`src/rtl/bc_pkg.sv`:
```
// Shared types and constants for the BullsCows input/display path.
package bc_pkg;

    typedef logic [3:0] digit_t;
    typedef logic [5:0] dspl_code_t;

    typedef enum logic [0:0] {
        COLLECT = 1'b0,
        VALID   = 1'b1
    } entry_state_t;

    localparam digit_t     MAX_DIGIT  = 4'd9;
    localparam int         NUM_DIGITS = 4;
    localparam dspl_code_t DSPL_BLANK = 6'b0;

    // Lit display slot: {en, hex, dp}.
    function automatic dspl_code_t dspl_encode(digit_t dig, logic dp);
        return {1'b1, dig, dp};
    endfunction

endpackage

```
`src/rtl/button_debouncer.sv`:
```
// Synchronizes a raw push button, debounces it and emits a 1-cycle pulse
// on each debounced rising edge.
module button_debouncer #(
    parameter int unsigned SYNC_STAGES     = 2,
    parameter int unsigned DEBOUNCE_CYCLES = 1_000_000
) (
    input  logic clock,
    input  logic reset,
    input  logic btn_raw,
    output logic btn_level,
    output logic press
);

    localparam int unsigned CW = (DEBOUNCE_CYCLES > 1) ? $clog2(DEBOUNCE_CYCLES) : 1;
    localparam logic [CW-1:0] LAST = CW'(DEBOUNCE_CYCLES - 1);

    logic [SYNC_STAGES-1:0] sync_q;
    logic                   synced;
    logic [CW-1:0]          cnt_q, cnt_d;
    logic                   level_q, level_d;
    logic                   press_q, press_d;

    assign synced = sync_q[SYNC_STAGES-1];

    // Counter runs only while the synced level disagrees with the debounced one;
    // any return to agreement (i.e. a bounce) restarts it from zero.
    always_comb begin
        cnt_d   = '0;
        level_d = level_q;
        press_d = 1'b0;
        if (synced != level_q) begin
            if (cnt_q == LAST) begin
                level_d = synced;
                press_d = synced;
            end else begin
                cnt_d = cnt_q + CW'(1);
            end
        end
    end

    // Synchronizer chain, debounce counter, debounced level and press pulse.
    always_ff @(posedge clock or negedge reset) begin
        if (!reset) begin
            sync_q  <= '0;
            cnt_q   <= '0;
            level_q <= 1'b0;
            press_q <= 1'b0;
        end else begin
            sync_q  <= {sync_q[SYNC_STAGES-2:0], btn_raw};
            cnt_q   <= cnt_d;
            level_q <= level_d;
            press_q <= press_d;
        end
    end

    assign btn_level = level_q;
    assign press     = press_q;

endmodule

```
`src/rtl/code_entry.sv`:
```
// Collects four distinct decimal digits from switches + enter button and offers
// them as a guess over valid/ready, echoing the entry on four display slots.
module code_entry
    import bc_pkg::*;
#(
    parameter int unsigned DEBOUNCE_CYCLES = 1_000_000,
    parameter int unsigned SYNC_STAGES     = 2
) (
    input  logic        clock,
    input  logic        reset,
    input  logic [3:0]  code,
    input  logic        enter_button,
    input  logic        guess_ready,
    output logic        guess_valid,
    output logic [15:0] guess,
    output logic [2:0]  digit_count,
    output logic        reject,
    output logic [5:0]  d1,
    output logic [5:0]  d2,
    output logic [5:0]  d3,
    output logic [5:0]  d4
);

    logic btn_level;
    logic press;
    logic press_evt;

    entry_state_t                  state_q, state_d;
    logic [2:0]                    count_q, count_d;
    digit_t     [NUM_DIGITS-1:0]   dig_q, dig_d;
    logic [15:0]                   guess_q, guess_d;
    logic                          reject_q, reject_d;
    dspl_code_t [NUM_DIGITS-1:0]   dspl_q, dspl_d;

    logic code_ok;
    logic is_dup;
    logic accept;
    logic transfer;

    button_debouncer #(
        .SYNC_STAGES     (SYNC_STAGES),
        .DEBOUNCE_CYCLES (DEBOUNCE_CYCLES)
    ) u_debouncer (
        .clock     (clock),
        .reset     (reset),
        .btn_raw   (enter_button),
        .btn_level (btn_level),
        .press     (press)
    );

    // A press pulse is only meaningful while the debounced level is high.
    assign press_evt = press & btn_level;
    assign code_ok   = (code <= MAX_DIGIT);
    assign accept    = (state_q == COLLECT) && press_evt && code_ok && !is_dup;
    assign transfer  = (state_q == VALID) && guess_ready;

    // Duplicate check against the digits accepted so far only.
    always_comb begin
        is_dup = 1'b0;
        for (int i = 0; i < NUM_DIGITS; i++) begin
            if ((3'(i) < count_q) && (dig_q[i] == code)) begin
                is_dup = 1'b1;
            end
        end
    end

    // FSM state register.
    always_ff @(posedge clock or negedge reset) begin
        if (!reset) begin
            state_q <= COLLECT;
        end else begin
            state_q <= state_d;
        end
    end

    // FSM next state: fourth accepted digit completes the guess, transfer reopens entry.
    always_comb begin
        state_d = state_q;
        unique case (state_q)
            COLLECT: if (accept && (count_q == 3'd3)) state_d = VALID;
            VALID:   if (transfer)                    state_d = COLLECT;
            default: state_d = COLLECT;
        endcase
    end

    // FSM outputs: next values of the digit slots, count, guess, reject and display.
    always_comb begin
        count_d  = count_q;
        dig_d    = dig_q;
        guess_d  = guess_q;
        reject_d = 1'b0;
        if ((state_q == COLLECT) && press_evt) begin
            if (accept) begin
                dig_d[count_q[1:0]] = code;
                count_d             = count_q + 3'd1;
                if (count_q == 3'd3) begin
                    guess_d = {dig_q[0], dig_q[1], dig_q[2], code};
                end
            end else begin
                reject_d = 1'b1;
            end
        end
        // Guess register deliberately keeps its value across a transfer.
        if (transfer) begin
            count_d = 3'd0;
            dig_d   = '0;
        end
        for (int i = 0; i < NUM_DIGITS; i++) begin
            dspl_d[i] = (3'(i) < count_d) ? dspl_encode(dig_d[i], state_d == VALID) : DSPL_BLANK;
        end
    end

    // Datapath registers; every output comes straight from here or the state register.
    always_ff @(posedge clock or negedge reset) begin
        if (!reset) begin
            count_q  <= 3'd0;
            dig_q    <= '0;
            guess_q  <= 16'h0000;
            reject_q <= 1'b0;
            dspl_q   <= '0;
        end else begin
            count_q  <= count_d;
            dig_q    <= dig_d;
            guess_q  <= guess_d;
            reject_q <= reject_d;
            dspl_q   <= dspl_d;
        end
    end

    assign guess_valid = (state_q == VALID);
    assign guess       = guess_q;
    assign digit_count = count_q;
    assign reject      = reject_q;
    assign d1          = dspl_q[0];
    assign d2          = dspl_q[1];
    assign d3          = dspl_q[2];
    assign d4          = dspl_q[3];

endmodule

```
`config.mk`:
```
export PLATFORM = sky130hd
export DESIGN_NAME = code_entry
export DESIGN_NICKNAME = d
export VERILOG_FILES = /design/src/rtl/bc_pkg.sv /design/src/rtl/button_debouncer.sv /design/src/rtl/code_entry.sv
export SDC_FILE = /design/constraint.sdc
export NUM_CORES = 1
export LEC_CHECK = 0
export ABC_CLOCK_PERIOD_IN_PS = 7000
export BUFFER_PORTS_ARGS = -buffer_cell sky130_fd_sc_hd__clkbuf_2
export CORE_ASPECT_RATIO = 1.4
export CORE_MARGIN = 4
export CORE_UTILIZATION = 43
export CTS_BUF_LIST = sky130_fd_sc_hd__clkbuf_8
export DETAILED_ROUTE_END_ITERATION = 16
export GPL_ROUTABILITY_DRIVEN = 0
export MAX_ROUTING_LAYER = met4
export PLACE_DENSITY = 0.67
export RECOVER_POWER = 25
export SLEW_MARGIN = 30
export SYNTH_ARGS = -nofsm -noshare
export SYNTH_HDL_FRONTEND = slang
export SYNTH_SLANG_ARGS = --single-unit
```
`constraint.sdc`:
```
create_clock -name clock -period 7 [get_ports clock]
set_input_delay 0.35 -clock clock [delete_from_list [all_inputs] [get_ports clock]]
set_output_delay 0.35 -clock clock [all_outputs]
set_load 0.01 [all_outputs]
```
* Word-level counts from Yosys, hierarchy flattened
Cells that the tools add are included.
** Word-level totals
- Logic and storage cells :: 77
- Register bits :: 85
- Input bits :: 8
** Operators by class
- Reduce and logical (&&, ||, !) cells :: 13
- Muxes and demuxes :: 26
- Eq/ne operators :: 7
- Order comparisons :: 11
- Bitwise logic cells :: 2
- Add/sub/neg operators :: 2
** Operators with widths (count)
- 2-to-1 mux 16 bit :: 3
- 2-to-1 mux 20 bit :: 2
- 2-to-1 mux 6 bit :: 4
- adder 20 x 1 -> 20 bit (second input constant) :: 1
- equality test 20 bit (second input constant) :: 1
- bitwise mux 16 bit :: 1
- equality test 4 bit :: 4
- less-than comparator 1 x 3 -> 1 bit (first input constant) :: 4
- less-than comparator 2 x 3 -> 1 bit (first input constant) :: 4
- logical AND 1 bit :: 10
- 2-to-1 mux 1 bit :: 10
- 2-to-1 mux 3 bit :: 3
- demux 4 bit (select 2 bit) :: 1
- less-or-equal comparator 4 bit (second input constant) :: 1
- 2-to-1 mux 4 bit :: 1
- adder 3 x 1 -> 3 bit (second input constant) :: 1
- equality test 3 x 2 -> 1 bit (second input constant) :: 1
- less-than comparator 2 x 3 -> 1 bit (second input constant) :: 1
- AND reduction 3 bit :: 1
- greater-or-equal comparator 2 x 1 -> 1 bit (second input constant) :: 1
- one-hot mux 1 bit (2 select lines) :: 1
- AND reduction 2 bit :: 1
- bitwise AND 1 bit :: 1
- zero test 1 bit :: 1
- 2 further kinds :: 2

* Longest topological paths before layout
Gate-level depths: netlist of run 1.
- Depth in word-level cells :: 13
- Depth in mapped cells :: 10
- Mapped depth without buffers :: 7

* Hierarchy
From an unflattened synthesis of run 1, not the netlist that was laid out.
** Second synthesis, totals
- Cells, all modules :: 335
- Area, all modules :: 3905.0 um^2
** By module, submodules not included
- code_entry :: area each 2720.1 um^2, sequential area each 1501.4 um^2, times used 1, cells each 228
- button_debouncer :: area each 1184.9 um^2, sequential area each 600.6 um^2, times used 1, cells each 107

* Worst setup path after synthesis of run 1
Ideal clock, no wire load.
- Path type :: reg-to-reg
- Start :: reg count_q[2], in the netlist digit_count[2]
- End :: reg guess_q[10], in the netlist guess[10]
- Stages on the path, launching flop included :: 9
- Arrival :: 2.128 ns
- Period minus slack after synthesis :: 2.253 ns
- Library setup time :: 0.125 ns
- Path slack :: 4.747 ns
- Cell sequence :: dfrtp_1 > buf_4 > nor3_1 > nor3_1 > nand3_1 > nand2_1 > nor4_4 > buf_2 > mux2_2
** On the way
- Longest elaborated chain between the ends :: 9
** Ends and longest elaborated chain
- start, declared :: line code_entry.sv:29 : logic [2:0] count_q, count_d;
- start signal, assigned :: line code_entry.sv:122 : count_q <= count_d;
- less-than comparator 1 x 3 -> 1 bit :: line code_entry.sv:61 : if ((3'(i) < count_q) && (dig_q[i] == code)) begin
- logical AND 1 bit :: line code_entry.sv:61
- 2-to-1 mux 1 bit (4 in series) :: line code_entry.sv:61
- zero test 1 bit :: line code_entry.sv:54 : assign accept = (state_q == COLLECT) && press_evt && code_ok && !is_dup;
- logical AND 1 bit :: line code_entry.sv:54
- AND reduction 3 bit (no source line) *
- end signal, assigned :: line code_entry.sv:124 : guess_q <= guess_d;
- end, declared :: line code_entry.sv:31 : logic [15:0] guess_q, guess_d;
Every way passes the cells marked *; elsewhere a longest branch is shown, timed or not.
A chain may end at the register's enable or synchronous reset.

==> impl_metrics.yaml, run 1 <==
floorplanning:
  ios: 53
  placementRows: 40
  core_um2: 8610
  die_x_um: 87.3
  die_h_um: 119
  start_util_pct: 44.0
  die_area_um2: 10400
setup_path:
  r2r_start: "digit_count[2]"
  cp-end-kind: "flip-flop"
  crit_arrival_ps: 2790
  r2r_cells: 7
  cp_max_fo: 20
  rr_endpoint: "d2[3]"
  cp.required_ps: 7260
  r2r_setup_slack_ps: 4470
  startpoint_type: "flip-flop"
  crit_type: "reg2reg"
grt:
  grt_pass1_wl_mm: 13.2
  grt_max_degree: 85
  antenna_found_initial: 0
  grt_util_all_layers_pct: 16.8
  first_global_vias: 2708
  overflow: 0
timing:
  clock_skew_ps: 11.4
  whs_ps: 5.54
  tightest_slew_ps: 734
  min_period_ps: 2530
  rsz0062_at_grt: "no"
  max_clock_freq_ghz: 0.395
  setup_tns_ps: 0
  timing.final.crit_share_pct: 36.1
  setup_viol: 0
  hold_violations: 0
  maxSlewViolCount: 0
  relSlewSlack_pct: 51.0
synth:
  synth.top_cell.area_share_pct: 55.5
  synth_fa_ha_area_share_pct: 1.65
  yosysSeqAreaShare_pct: 55.5
  synth_top_family_by_area: "simple AND/OR/NAND/NOR gates"
  synth_compound_area_share_pct: 4.99
  syn_area_um2: 3790
  syn-mean-instance-area_um2: 11.3
  synth_top_area_cell: "dfrtp_1"
  synth-seq-cells: 84
  synth.mux.area_fraction_pct: 9.98
  yosys-top-cells-area: "dfrtp_1 (56%), xor2_1 (5.1%), nor2_1 (5.1%)"
  yosys.cell_types.count: 38
  synthXorXnorAreaFrac_pct: 8.33
  synthCells: 336
  synth-simple-area-share_pct: 15.7
  syn-num-nets: 349
  yosysWarnings: 0
clock_tree:
  cts_setup_buffers: 0
  cts.reportedPaths.clkPinSlew_ps: 90
  clock-sinks: 84
  cts.repair.resized: 0
  cts_tree: "built"
  ctsLongestPathBuffers: 2
  cts_buffers: 9
  ctsHoldBuffers: 0
  cts.htree.levels: 3
  clock-root-buffer: "clkbuf_8"
  clock_latency_ps: 360
detailed_routing:
  drc: 0
  wl_met1_mm: 3.14
  vias_per_cell: 5.21
  ant_nets: 0
  wl_per_cell_um: 15.7
  vias: 2564
  totalWireLength_mm: 7.74
  routed.top_layer: "met4"
  first_pass_iters: 4
  wl_met2_mm: 4.01
  wl_met3_um: 425
  first_iter_violations: 70
pwr:
  p_leak_nw: 2.14
  vdd_ir_drop_max_mv: 0.102
  power_density_nw_per_um2: 200
run_status:
  status: "completed"
finish:
  layout-drive-gt1-share_pct: 23.8
  final_cell_area_um2: 4280
  insertedDiodeCount: 0
  nNetsFinal: 395
  area_delta_synth_final_pct: 12.9
place:
  place_area_um2: 4080
  io_buffers: 52
  hpwl_mm: 5.47
run:
  drv_cap: 0
worst_hold_path:
  hold_path_class: "in2async"
-- metal layers --
metal | GRT usage [%] | up-vias
li1 | - | 1229
met1 | 18.8 | 1267
met2 | 27.6 | 52
met3 | 4.29 | 16
met4 | 7.97 | 0
met5 | - | -
-- Yosys cell counts, drive strengths merged --
| cell | count |
|---|---|
| a211oi | 8 |
| and2 | 2 |
| ha | 5 |
| clkbuf | 7 |
| xnor2 | 14 |
| xor2 | 22 |
| nor4 | 4 |
| or3 | 2 |
| o21a | 4 |
| o21ba | 1 |
| nand2 | 18 |
| nand4 | 4 |
| o21ai | 6 |
| nor3b | 1 |
| dfrtp | 84 |
| inv | 7 |
| a31oi | 1 |
| nor2 | 51 |
| and4 | 1 |
| a21oi | 9 |
| nand3 | 13 |
| and4b | 2 |
| nand2b | 1 |
| mux2 | 19 |
| nor3 | 12 |
| and3 | 5 |
| o211ai | 1 |
| mux2i | 16 |
| buf | 12 |
| and3b | 4 |
-- placed cells by master (no fill, tap or decap), types with 2 or more instances in the layout --
cell / instances
dfrtp_1: 84
nor2_1: 51
clkbuf_2: 51
xor2_1: 22
nand2_1: 18
mux2_2: 17
mux2i_1: 16
xnor2_1: 14
nand3_1: 13
nor3_1: 11
a21oi_1: 9
clkbuf_8: 9
inv_1: 8
a211oi_1: 8
o21ai_0: 6
ha_1: 5
nand4_1: 4
and3_1: 4
and3b_1: 4
o21a_1: 4
nor4_1: 3
or3_1: 2
and4b_1: 2
clkinv_2: 2
clkinv_4: 2
buf_6: 2
-- cell families after synthesis --
logic type / after synthesis
AND/OR/NAND/NOR: 120
multiplexers: 35
adder cells (fa/ha/maj): 5
XOR/XNOR: 36
flip-flops: 84
AO/OA/AOI/OAI: 30
buffers and inverters: 26
-- report_power, final --
group / switching, mW / total [mW] / internal, mW
logic: 0.0194 / 0.0260 / 0.00658
registers: 0.00197 / 0.489 / 0.487
clock network: 0.177 / 0.341 / 0.163
total: 0.199 / 0.855 / 0.657
-- per-stage QoR --
step                total power, mW  std cells  utilization, %  setup WS [ps]
global placement              0.524        474            47.2           4160
detailed placement            0.525        476            47.4           4500
global route                  0.886        492            49.7           4310
finish                        0.855        492            49.7           4470
CTS                           0.866        492            49.7           4470
floorplan                     0.512        336               -           4750
-- sequential cells by signal, summed over array words and instances, names as in the netlist --
name / count
d1: 6
d2: 6
d3: 6
d4: 5
dig_q: 16
digit_count: 3
guess: 16
guess_valid: 1
reject: 1
u_debouncer.btn_level: 1
u_debouncer.cnt_q: 20
u_debouncer.press: 1
u_debouncer.sync_q: 2
-- worst max path at each step --
| stage | start | endpoint | slack, ps | cells after the start |
|---|---|---|---|---|
| 6_report | digit_count[2] | d2[3] | 4470 | 7 |
| 4_1_cts | digit_count[2] | d2[3] | 4470 | 7 |
| 2_1_floorplan | digit_count[2] | guess[10] | 4750 | 8 |
| 3_5_place_dp | digit_count[2] | d2[3] | 4500 | 7 |
| 3_3_place_gp | digit_count[2] | d2[0] | 4160 | 7 |
| 5_1_grt | digit_count[2] | d3[3] | 4310 | 7 |
-- area by class of cell --
type,instances,area [um^2]
clock buffers,9,124
repair buffers,54,285
multi-input cells,226,1540
inverters,7,26.3
well taps,105,131
flip-flops and latches,84,2100
fillers,811,4330
clock inverters,7,68.8
-- worst max-delay path: stages (launching register included) --
cell and delay [ps]:
dfrtp_1 630, nor3_1 330, nor3_1 70, nand3_1 90, and2_1 260, and3_4 350
mux2_4 390, a211oi_1 290
Note: power is estimated with default switching activity, not from simulation.
==> run 2: changes to the inputs <==
--- a/config.mk
+++ b/config.mk
@@ -5,7 +5,7 @@
 export SDC_FILE = /design/constraint.sdc
 export NUM_CORES = 1
 export LEC_CHECK = 0
-export ABC_CLOCK_PERIOD_IN_PS = 7000
+export ABC_CLOCK_PERIOD_IN_PS = 2500
 export BUFFER_PORTS_ARGS = -buffer_cell sky130_fd_sc_hd__clkbuf_2
 export CORE_ASPECT_RATIO = 1.4
 export CORE_MARGIN = 4
==> constraint.sdc (replaced) <==
create_clock -name clock -period 2.5 [get_ports clock]
set_input_delay 0.125 -clock clock [delete_from_list [all_inputs] [get_ports clock]]
set_output_delay 0.125 -clock clock [all_outputs]
set_load 0.01 [all_outputs]
==> run 2 against run 1 <==
Compared with the run above: the flow now finishes with violations (max-capacitance violations, max-slew violations); utilization up 0.35 points; count of clock-buffer cells in the layout up 3; critical path type unchanged; critical path depth unchanged; combinational power rose to 3.0 times the previous value; clock skew up 1.2 ps; via count up 0.86%; largest power group unchanged; routed wire length down 1.2%.
==> impl_metrics.yaml, run 2 (same netlist as run 1, synthesis figures left out) <==
setup_path:
  r2r_cells: 7
  crit_arrival_ps: 2580
  max_stage_delay_ps: 490
  crit_type: "reg2reg"
  cp-end-kind: "flip-flop"
  worstSetupStartpoint: "digit_count[0]"
  crit_family: "simple AND/OR/NAND/NOR gates"
  path_depth: 7
  critPathSlowestCell: "dfrtp_1"
  cp_max_fo: 14
  startpoint_type: "flip-flop"
  crit_chain: "a21oi_1 > nor3_1 > nand3_1 > and4_1 > and3_4 > mux2_4 > a211oi_1"
  cp.required_ps: 2740
  r2r_start: "digit_count[0]"
  critPathBufInv: 0
run_status:
  status: "finished, violations left"
  failed_checks: "max-capacitance violations, max-slew violations"
place:
  io_buffers: 52
  hpwl_mm: 5.40
  dp.cells: 481
pwr:
  power_frac_clock_pct: 40.3
  p_int_mw: 1.92
  power_density_nw_per_um2: 563
  power.switching_mw: 0.508
  p_comb_share_pct: 3.2
  switching_share_pct: 21.0
  p_seq_share_pct: 56.5
  p_leak_nw: 2.11
  vdd_ir_drop_max_mv: 0.345
worst_hold_path:
  hold_depth: 3
  hp-start: "guess_ready"
  hold_path_class: "in2reg"
grt:
  first_global_vias: 2739
  grt_pass1_wl_mm: 13.0
  antenna_found_initial: 0
  grt_max_degree: 85
  overflow: 0
  grt_util_all_layers_pct: 16.4
timing:
  maxSlewViolCount: 85
  setup_tns_ps: 0
  rsz0062_at_grt: "no"
  clock_skew_ps: 12.6
  max_clock_freq_ghz: 0.428
  timing.final.crit_share_pct: 93.4
  tightest_slew_ps: 1800
  hold_violations: 0
  setup_viol: 0
  relSlewSlack_pct: -20.2
  min_period_ps: 2340
detailed_routing:
  drc: 0
  first_pass_iters: 4
  first_iter_violations: 122
  ant_nets: 0
  vias_per_cell: 5.19
  totalWireLength_mm: 7.65
  wl_per_cell_um: 15.4
  vias: 2586
floorplanning:
  die_h_um: 119
  core_um2: 8610
  start_util_pct: 44.0
  die_area_um2: 10400
  placementRows: 40
  die_x_um: 87.3
  ios: 53
clock_tree:
  clock-root-buffer: "clkbuf_8"
  cts_buffers: 9
  cts_setup_buffers: 0
  clock-sinks: 84
  cts.reportedPaths.clkPinSlew_ps: 80
  clock_latency_ps: 350
  cts_tree: "built"
  ctsLongestPathBuffers: 2
  cts.htree.levels: 3
  cts.repair.resized: 0
finish:
  nNetsFinal: 402
  seq_area_um2: 2100
  stdcell_count: 498
  largest_reg_flops: 20
  final_common_cell: "dfrtp_1"
  insertedDiodeCount: 0
  n_fill_cell: 808
  final_cell_mix: "dfrtp_1 (84), nor2_1 (51), clkbuf_2 (30)"
  top_register: "u_debouncer.cnt_q"
  multi_input_area_um2: 1540
  layout-drive-gt1-share_pct: 18.6
  area_delta_synth_final_pct: 13.7
run:
  drv_cap: 1
run 2: stage by stage:
step / power [mW] / util, % / hold WS, ps / cell area (um^2) / setup slack (ps)
global route: 2.52 / 50.0 / 177 / 4310 / 27.9
global placement: 1.47 / 47.8 / 236 / 4110 / 228
detailed placement: 1.47 / 47.8 / 226 / 4120 / 180
CTS: 2.46 / 50.4 / 132 / 4340 / 149
floorplan: 1.43 / - / -171 / 3790 / 247
finish: 2.42 / 50.0 / 156 / 4310 / 164
run 2: power groups by stage:
stage	sequential (mW)	combinational, mW	clock (mW)
after floorplan	1.39	0.0388	0
after global placement	1.40	0.0758	0
after detailed placement	1.40	0.0779	0
after CTS	1.37	0.0809	1.01
after global routing	1.37	0.0886	1.06
final	1.37	0.0775	0.977
run 2: repair_timing:
item	in CTS	in global routing
hold endpoints to repair	85	0
setup endpoints to repair	0	0
hold buffers	2	0
run 2: path summary, 6_finish.rpt:
check,endpoint,slack [ps]
min in group asynchronous,d3[3],820
max reg2reg,d2[1],160
max in group asynchronous,u_debouncer.cnt_q[16],610
max,d2[1],160
min,d4[1],160
min reg2reg,u_debouncer.sync_q[1],350
run 2: final cells by class:
class,count,share of cell area (%)
Sequential cell,84,48.8
Inverter,7,0.610
Multi-Input combinational cell,226,35.7
Timing Repair Buffer,61,7.12
Clock inverter,3,0.872
Tap cell,105,3.05
Clock buffer,12,3.83
run 2: tightest hold or removal path: cells and delay by family:
| family | cells | cell delay [ps] |
|---|---|---|
| and+or+nand+nor | 1 | 130 |
| AOI/OAI and AO/OA | 1 | 140 |
| buffers and inverters | 1 | 80 |
run 2: per-layer routing:
| layer | track usage (%) | vias up | wire [um] |
|---|---|---|---|
| li1 | - | 1239 | - |
| met1 | 19.4 | 1269 | 3210 |
| met2 | 26.4 | 64 | 3860 |
| met3 | 4.22 | 14 | 378 |
| met4 | 7.01 | 0 | 193 |
| met5 | - | - | 0 |
==> run 3: changes to the inputs <==
--- a/config.mk
+++ b/config.mk
@@ -14,8 +14,8 @@
 export DETAILED_ROUTE_END_ITERATION = 16
 export GPL_ROUTABILITY_DRIVEN = 0
 export MAX_ROUTING_LAYER = met4
-export PLACE_DENSITY = 0.67
 export RECOVER_POWER = 25
+export REMOVE_ABC_BUFFERS = 1
 export SLEW_MARGIN = 30
 export SYNTH_ARGS = -nofsm -noshare
 export SYNTH_HDL_FRONTEND = slang
==> run 3 against run 2 <==
Compared with the run above: the run still ends with max-capacitance violations, max-slew violations left; non-clock buffer count stayed put; first-iteration DRC count is 30% lower; cell count stayed put; clock power is 7% higher; sequential power hardly changed; setup slack better by 120 ps.
==> impl_metrics.yaml, run 3 (same netlist as run 1, synthesis figures left out) <==
place:
  io_buffers: 52
  hpwl_mm: 5.26
  place_area_um2: 4140
  place_ws_ps: 315
setup_path:
  critPathBufInv: 1
  cp_max_fo: 9
  cp-end-kind: "flip-flop"
  critPathSlowestCell: "dfrtp_1"
  max_stage_delay_ps: 480
  cp.required_ps: 2750
  crit_family: "simple AND/OR/NAND/NOR gates"
  startpoint_type: "flip-flop"
  crit_type: "reg2reg"
  crit_chain: "nor3_1 > nor3_1 > nand3_1 > nand2_1 > nor2_1 > a31oi_1 > buf_4 > a211oi_1"
  crit_top_cell: "nor3_1"
  crit_arrival_ps: 2470
floorplanning:
  core_um2: 8610
  placementRows: 40
  ios: 53
  start_util_pct: 44.0
  die_area_um2: 10400
  die_x_um: 87.3
  die_h_um: 119
worst_hold_path:
  hold_path_class: "in2reg"
grt:
  grt_util_all_layers_pct: 16.5
  first_global_vias: 2684
  grt_pass1_wl_mm: 13.0
  overflow: 0
  grt_max_degree: 85
  antenna_found_initial: 0
clock_tree:
  cts.reportedPaths.clkPinSlew_ps: 80
  ctsLongestPathBuffers: 2
  clock-root-buffer: "clkbuf_8"
  cts_buffers: 9
  clock_latency_ps: 350
  cts_setup_buffers: 0
  cts.repair.resized: 0
  cts.htree.levels: 3
  ctsHoldBuffers: 2
  cts_tree: "built"
  clock-sinks: 84
timing:
  tightest_slew_ps: 1830
  clock_skew_ps: 9.80
  whs_ps: 205
  relSlewSlack_pct: -22.1
  timing.final.crit_share_pct: 88.7
  hold_violations: 0
  setup_tns_ps: 0
  fin_ws_ps: 283
  max_clock_freq_ghz: 0.451
  rsz0062_at_grt: "no"
  maxSlewViolCount: 85
  min_period_ps: 2220
  setup_viol: 0
detailed_routing:
  vias: 2577
  totalWireLength_mm: 7.52
  first_iter_violations: 86
  vias_per_cell: 5.17
  drc: 0
  first_pass_iters: 4
  wl_per_cell_um: 15.1
  ant_nets: 0
pwr:
  p_seq_share_pct: 54.8
  p_int_mw: 1.96
  p_comb_share_pct: 3.0
  switching_share_pct: 21.3
  p_leak_nw: 2.18
  power_density_nw_per_um2: 573
  power.switching_mw: 0.531
  power_frac_clock_pct: 42.2
  vdd_ir_drop_max_mv: 0.416
finish:
  nNetsFinal: 402
  layout-drive-gt1-share_pct: 24.2
  insertedDiodeCount: 0
  final_common_cell: "dfrtp_1"
  largest_reg_flops: 20
  final_cell_mix: "dfrtp_1 (84), nor2_1 (51), clkbuf_2 (51)"
  final_cell_area_um2: 4360
  area_delta_synth_final_pct: 15.1
  top_register: "u_debouncer.cnt_q"
run_status:
  status: "finished, violations left"
  failed_checks: "max-capacitance violations, max-slew violations"
run:
  drv_cap: 1
==> run 3: changes by cell type in the layout (fill, tap and decap cells not counted), sizes merged <==
cell | before | now
bufinv | 1 | 2
clkinv | 0 | 2
clkbuf | 63 | 62
inv | 9 | 8
buf | 8 | 7
==> run 3: final timing paths <==
path / from / to / slack [ps] / depth (start not counted)
max in group asynchronous: reset / digit_count[0] / 480 / 3
max: digit_count[1] / d3[2] / 280 / 8
max reg2reg: digit_count[1] / d3[2] / 280 / 8
min: guess_ready / d4[1] / 200 / 3
min reg2reg: u_debouncer.sync_q[0] / u_debouncer.sync_q[1] / 360 / 0
min in group asynchronous: reset / u_debouncer.cnt_q[12] / 940 / 3
==> run 3: layout make-up <==
type                       instances  area (um^2)
clock inverter                     5         77.6
clock buffer                      10          138
tap                              105          131
inverter                           7         26.3
timing repair buffer              61          345
multi-input combinational        226         1540
sequential                        84         2100
fill                             790         4250
==> run 3: layer usage <==
| layer | track usage [%] | wire (um) | vias up |
|---|---|---|---|
| li1 | - | - | 1242 |
| met1 | 20.4 | 3310 | 1264 |
| met2 | 25.3 | 3740 | 56 |
| met3 | 3.88 | 274 | 15 |
| met4 | 7.39 | 190 | 0 |
| met5 | - | 0 | - |
==> run 3: tightest hold or removal path, delay by kind of cell <==
family / cells / cell delay, ps
AND/OR/NAND/NOR: 1 / 160
AO/OA/AOI/OAI: 1 / 150
buffers and inverters: 1 / 90
==> run 3: power by group through the flow <==
stage	Combinational, mW	Sequential [mW]	Clock, mW
2_1_floorplan	0.0251	1.39	0
3_3_place_gp	0.0798	1.39	0
3_5_place_dp	0.0796	1.39	0
4_1_cts	0.0826	1.37	1.08
5_1_grt	0.0882	1.37	1.14
6_report	0.0759	1.37	1.05
==> run 3: per-stage QoR <==
| step | cells | power (mW) | utilization, % |
|---|---|---|---|
| 5_1_grt | 498 | 2.60 | 50.6 |
| 3_5_place_dp | 481 | 1.47 | 48.1 |
| 4_1_cts | 498 | 2.53 | 50.8 |
| 2_1_floorplan | 317 | 1.42 | - |
| 6_report | 498 | 2.50 | 50.6 |
| 3_3_place_gp | 481 | 1.47 | 48.1 |
